File: src/rtl/nibble_serial_add_ctrl.sv
// Sequencer that runs one WIDTH-bit add through an external 4-bit adder, one nibble per cycle, LSB first.
// Optional feature: define NSA_SUB_EN to enable subtraction (A - B) via in_sub.
module nibble_serial_add_ctrl #(
  parameter int WIDTH = 16
) (
  input  logic             clk,
  input  logic             rst_n,
  input  logic             in_valid,
  output logic             in_ready,
  input  logic [WIDTH-1:0] in_a,
  input  logic [WIDTH-1:0] in_b,
  input  logic             in_cin,
  input  logic             in_sub,
  output logic             out_valid,
  input  logic             out_ready,
  output logic [WIDTH-1:0] out_sum,
  output logic             out_cout,
  output logic             busy,
  output logic [3:0]       adder_a,
  output logic [3:0]       adder_b,
  output logic             adder_cin,
  input  logic [3:0]       adder_s,
  input  logic             adder_cout
);
  localparam int NIB = WIDTH / 4;
  localparam int IW  = (NIB > 1) ? $clog2(NIB) : 1;

  typedef enum logic [1:0] {IDLE, RUN, DONE} state_t;

  state_t           state;
  logic [WIDTH-1:0] op_a;
  logic [WIDTH-1:0] op_b;
  logic [WIDTH-1:0] sum;
  logic             carry;
  logic [IW-1:0]    idx;
  logic             sub_req;
  logic             accept;
  logic             last;
  logic [WIDTH-1:0] b_capt;
  logic             cin_capt;

`ifdef NSA_SUB_EN
  assign sub_req = in_sub;
`else
  logic unused_sub;
  assign unused_sub = in_sub;
  assign sub_req    = 1'b0;
`endif

  // Subtraction is A + ~B + 1, so the inversion and forced carry happen at capture time.
  assign b_capt   = sub_req ? ~in_b : in_b;
  assign cin_capt = sub_req ? 1'b1 : in_cin;
  assign accept   = in_valid & in_ready;
  assign last     = (idx == IW'(NIB - 1));
  assign out_sum  = sum;

  always_comb begin
    adder_a   = 4'h0;
    adder_b   = 4'h0;
    adder_cin = 1'b0;
    if (state == RUN) begin
      for (int n = 0; n < NIB; n++) begin
        if (idx == IW'(n)) begin
          adder_a = op_a[4*n +: 4];
          adder_b = op_b[4*n +: 4];
        end
      end
      adder_cin = carry;
    end
  end

  // Operand holding registers: data only, no reset needed.
  always_ff @(posedge clk) begin
    if (accept) begin
      op_a <= in_a;
      op_b <= b_capt;
    end
  end

  always_ff @(posedge clk or negedge rst_n) begin
    if (!rst_n) begin
      state     <= IDLE;
      idx       <= '0;
      carry     <= 1'b0;
      sum       <= '0;
      out_cout  <= 1'b0;
      out_valid <= 1'b0;
      busy      <= 1'b0;
      in_ready  <= 1'b1;
    end else begin
      case (state)
        IDLE: begin
          if (in_valid) begin
            carry    <= cin_capt;
            idx      <= '0;
            in_ready <= 1'b0;
            busy     <= 1'b1;
            state    <= RUN;
          end
        end
        RUN: begin
          for (int n = 0; n < NIB; n++) begin
            if (idx == IW'(n)) sum[4*n +: 4] <= adder_s;
          end
          carry <= adder_cout;
          idx   <= idx + 1'b1;
          if (last) begin
            out_cout  <= adder_cout;
            out_valid <= 1'b1;
            state     <= DONE;
          end
        end
        DONE: begin
          if (out_ready) begin
            out_valid <= 1'b0;
            busy      <= 1'b0;
            in_ready  <= 1'b1;
            state     <= IDLE;
          end
        end
        default: begin
          out_valid <= 1'b0;
          busy      <= 1'b0;
          in_ready  <= 1'b1;
          state     <= IDLE;
        end
      endcase
    end
  end
endmodule

File: config.mk
export PLATFORM = sky130hd
export DESIGN_NAME = nibble_serial_add_ctrl
export DESIGN_NICKNAME = d
export VERILOG_FILES = /design/src/rtl/nibble_serial_add_ctrl.sv
export SDC_FILE = /design/constraint.sdc
export NUM_CORES = 1
export LEC_CHECK = 0
export CAP_MARGIN = 15
export CORE_ASPECT_RATIO = 1.1
export CORE_UTILIZATION = 49
export CTS_CLUSTER_SIZE = 40
export DETAILED_ROUTE_END_ITERATION = 7
export PLACE_DENSITY_LB_ADDON = 0.08
export SETUP_SLACK_MARGIN = 0.1
export SLEW_MARGIN = 20
export SYNTH_ARGS = -nofsm -noshare
export SYNTH_HDL_FRONTEND = slang
export SYNTH_SLANG_ARGS = --single-unit
File: constraint.sdc
create_clock -name clk -period 4.6 [get_ports clk]
set_input_delay 0.69 -clock clk [delete_from_list [all_inputs] [get_ports clk]]
set_output_delay 0.69 -clock clk [all_outputs]
set_load 0.03 [all_outputs]
==> out/results.txt <==
Critical path arrival - 2990 ps
Syn nets - 204
Drt drc - 0
Crit-path slowest cell - clkdlybuf4s50_1
Gr usage total - 20.28%
Slew Limit Headroom - 55.63%
IO Port Bufs - 70
Top post-synthesis cells by area - edfxtp_1 (42%), dfrtp_1 (26%), mux2_2 (8.3%)
Hold WC Path Type - in -> async
Fin crit period - 3679 ps
Final net count - 278
Num rows - 25
GRT overflow - 0
Total routed wirelength - 4490 um
Placement Setup Slack - 1267 ps
TritonCTS Buffers - 9
Post-Synthesis Cells - 157
FFs w/ async S/R, synth - 43.86%
Final period utilization - 79.97%
Resized Gates After CTS - 0
Max_cap viols - 0
CP Cell Sequence - inv_1, ha_1, nor2b_1, a221oi_1, o41ai_1, clkdlybuf4s50_1
Synth unique cells - 30
Sequential area share after synthesis - 68.89%
Via count - 1539
Gpl congestion - 0.7379
Largest stage delay, worst path - 740 ps
Main flop type after synthesis - edfxtp_1
Root buffer cell - clkbuf_8
Critical Path RT - 3910 ps
Die Width - 67.39 um
Initial antenna violation count - 0
Synth Warn # - 0
Pre-antenna DRT Iters - 4
PwrDens - 735.4 nW/um^2
Fmax - 271.8 MHz
Synth top area share - 41.69%
Pin count of the biggest net entering global routing - 31
Synth area leader - edfxtp_1
CTS tree - yes
Total power - 2.367 mW
Final slew viol count - 0
DRT iter0 DRCs - 116
First-pass GRT wire length - 7017 um
Clk_lat worst skew - 330 ps
Post-CTS Setup Repair Bufs - 0
Final setup TNS - 0 ps
Most frequent cell after synthesis - edfxtp_1
Clock-pin slew on the worst setup and hold paths - 60 ps
Initial core utilization - 52.26%
Fillers - 278
Vias in the first global route - 1489
Maximum vdd ir drop - 0.0003420 V
Top Ports - 72
Area occupied by multi-input gates - 655.6 um^2
Synth-to-layout area growth - 39.63%
Hold bufs inserted after CTS - 0
Antenna diodes - 0
Routed Antenna Nets - 0
Worst slew pin tran - 665.5 ps
Full die area - 4982 um^2
Status - finished, final reports clean
Critical Path Sink Type - output pin
Crit path kind - reg -> out
Commonest cells post-synth - edfxtp_1 (32), dfrtp_1 (24), mux2_2 (17)
RSZ-0062 raised after global routing - false
Synth Register Bits - 57
Clock sinks - 57
Chip Height - 73.93 um
Syn Std Cell Area - 2305 um^2
# H-tree levels - 3
Layout cell share with drive strength beyond 1 - 14.41%
Static leakage - 1.212 nW
Nature of the critical path startpoint - register
Post-synth EDFFs - 32
Sequential Area - 1588 um^2
Final setup skew - 8.203 ps
Hold Vio Cnt, Final - 0
Final setup vio count - 0
Post-Synthesis Mean Instance Area - 14.68 um^2
DP HPWL - 3115 um
Min setup slack post-route - 921.5 ps
Via/cell ratio - 5.307
Clk buf depth - 2
CP Max Fanout - 11
Routed length per placed instance - 15.48 um
Core area - 4410 um^2
metal layers:
layer	GRT usage, %	share of wire [%]	wire length (um)
met5	0	0	0
met1	23.97	42	1893
met3	8.589	5.5	247
met4	9.220	2.1	94
met2	32.11	50	2255
flip-flops by register name (all words and copies together), names as in the netlist:
signal,cells
busy,1
op_a,16
op_b,16
out_cout,1
carry,1
idx,2
state,2
in_ready,1
out_sum,16
out_valid,1
critical path, delay by kind of cell (launching register included):
kind,cells,cell delay (ps)
AOI/OAI and AO/OA,2,580
adders and majority gates,1,330
buffers and inverters,2,830
and+or+nand+nor,1,520
DFF,1,400
kinds of logic after synthesis:
group | Yosys count | share of synthesized area [%]
AO/OA/AOI/OAI | 29 | 9.393
adder cells (fa/ha/maj) | 4 | 2.172
buffers and inverters | 14 | 2.714
flip-flops | 57 | 68.89
multiplexers | 18 | 8.740
AND/OR/NAND/NOR | 35 | 8.089
final timing paths:
kind | start | to | slack, ps | cells after the start
max | idx[1]$_DFFE_PN0P_ | adder_b[0] | 920 | 6
min | rst_n | busy$_DFFE_PN0P_ | 330 | 1
max reg2reg | idx[0]$_DFFE_PN0P_ | out_sum[15]$_DFFE_PN0P_ | 2800 | 3
min reg2reg | out_sum[1]$_DFFE_PN0P_ | out_sum[1]$_DFFE_PN0P_ | 500 | 1
max in group asynchronous | rst_n | out_sum[7]$_DFFE_PN0P_ | 3900 | 1
min in group clk | out_sum[1]$_DFFE_PN0P_ | out_sum[1]$_DFFE_PN0P_ | 500 | 1
through the flow:
step / area (um^2) / utilization, % / hold slack, ps / cells
6_report: 3218 / 72.96 / 331.1 / 290
5_1_grt: 3218 / 72.96 / 366.0 / 290
4_1_cts: 3222 / 73.05 / 508.8 / 290
3_5_place_dp: 3044 / 69.02 / 494.6 / 274
3_3_place_gp: 3044 / 69.02 / 487.4 / 274
2_1_floorplan: 2305 / - / 394.4 / 157
cells in the final DEF (no fill, tap or decap), types with 2 or more instances in the layout:
cell type / netlist / routed
a21oi_1: 4 / 4
a221oi_1: 7 / 7
buf_4: 1 / 2
clkbuf_1: 2 / 2
clkbuf_8: 0 / 9
clkdlybuf4s50_1: 0 / 69
clkinv_1: 0 / 3
dfrtp_1: 24 / 24
edfxtp_1: 32 / 32
ha_1: 4 / 4
inv_1: 5 / 5
mux2_2: 17 / 17
nand2_1: 8 / 8
nand3_1: 7 / 7
nor2_1: 4 / 4
nor2b_1: 11 / 11
o21ai_0: 5 / 5
o41ai_1: 7 / 7
power by group:
part	switching (mW)	internal, mW
clock network	0.182	0.244
logic	0.635	0.510
registers	0.0916	0.705
total	0.908	1.46
cell type report:
class                      instances  area share (%)
sequential                        57           49.34
timing repair buffer              72           22.08
multi-input combinational         86           20.37
clock buffer                      11           4.082
tap                               54           2.100
clock inverter                     5           1.439
inverter                           5          0.5832
Note: power is estimated with default switching activity, not from simulation.
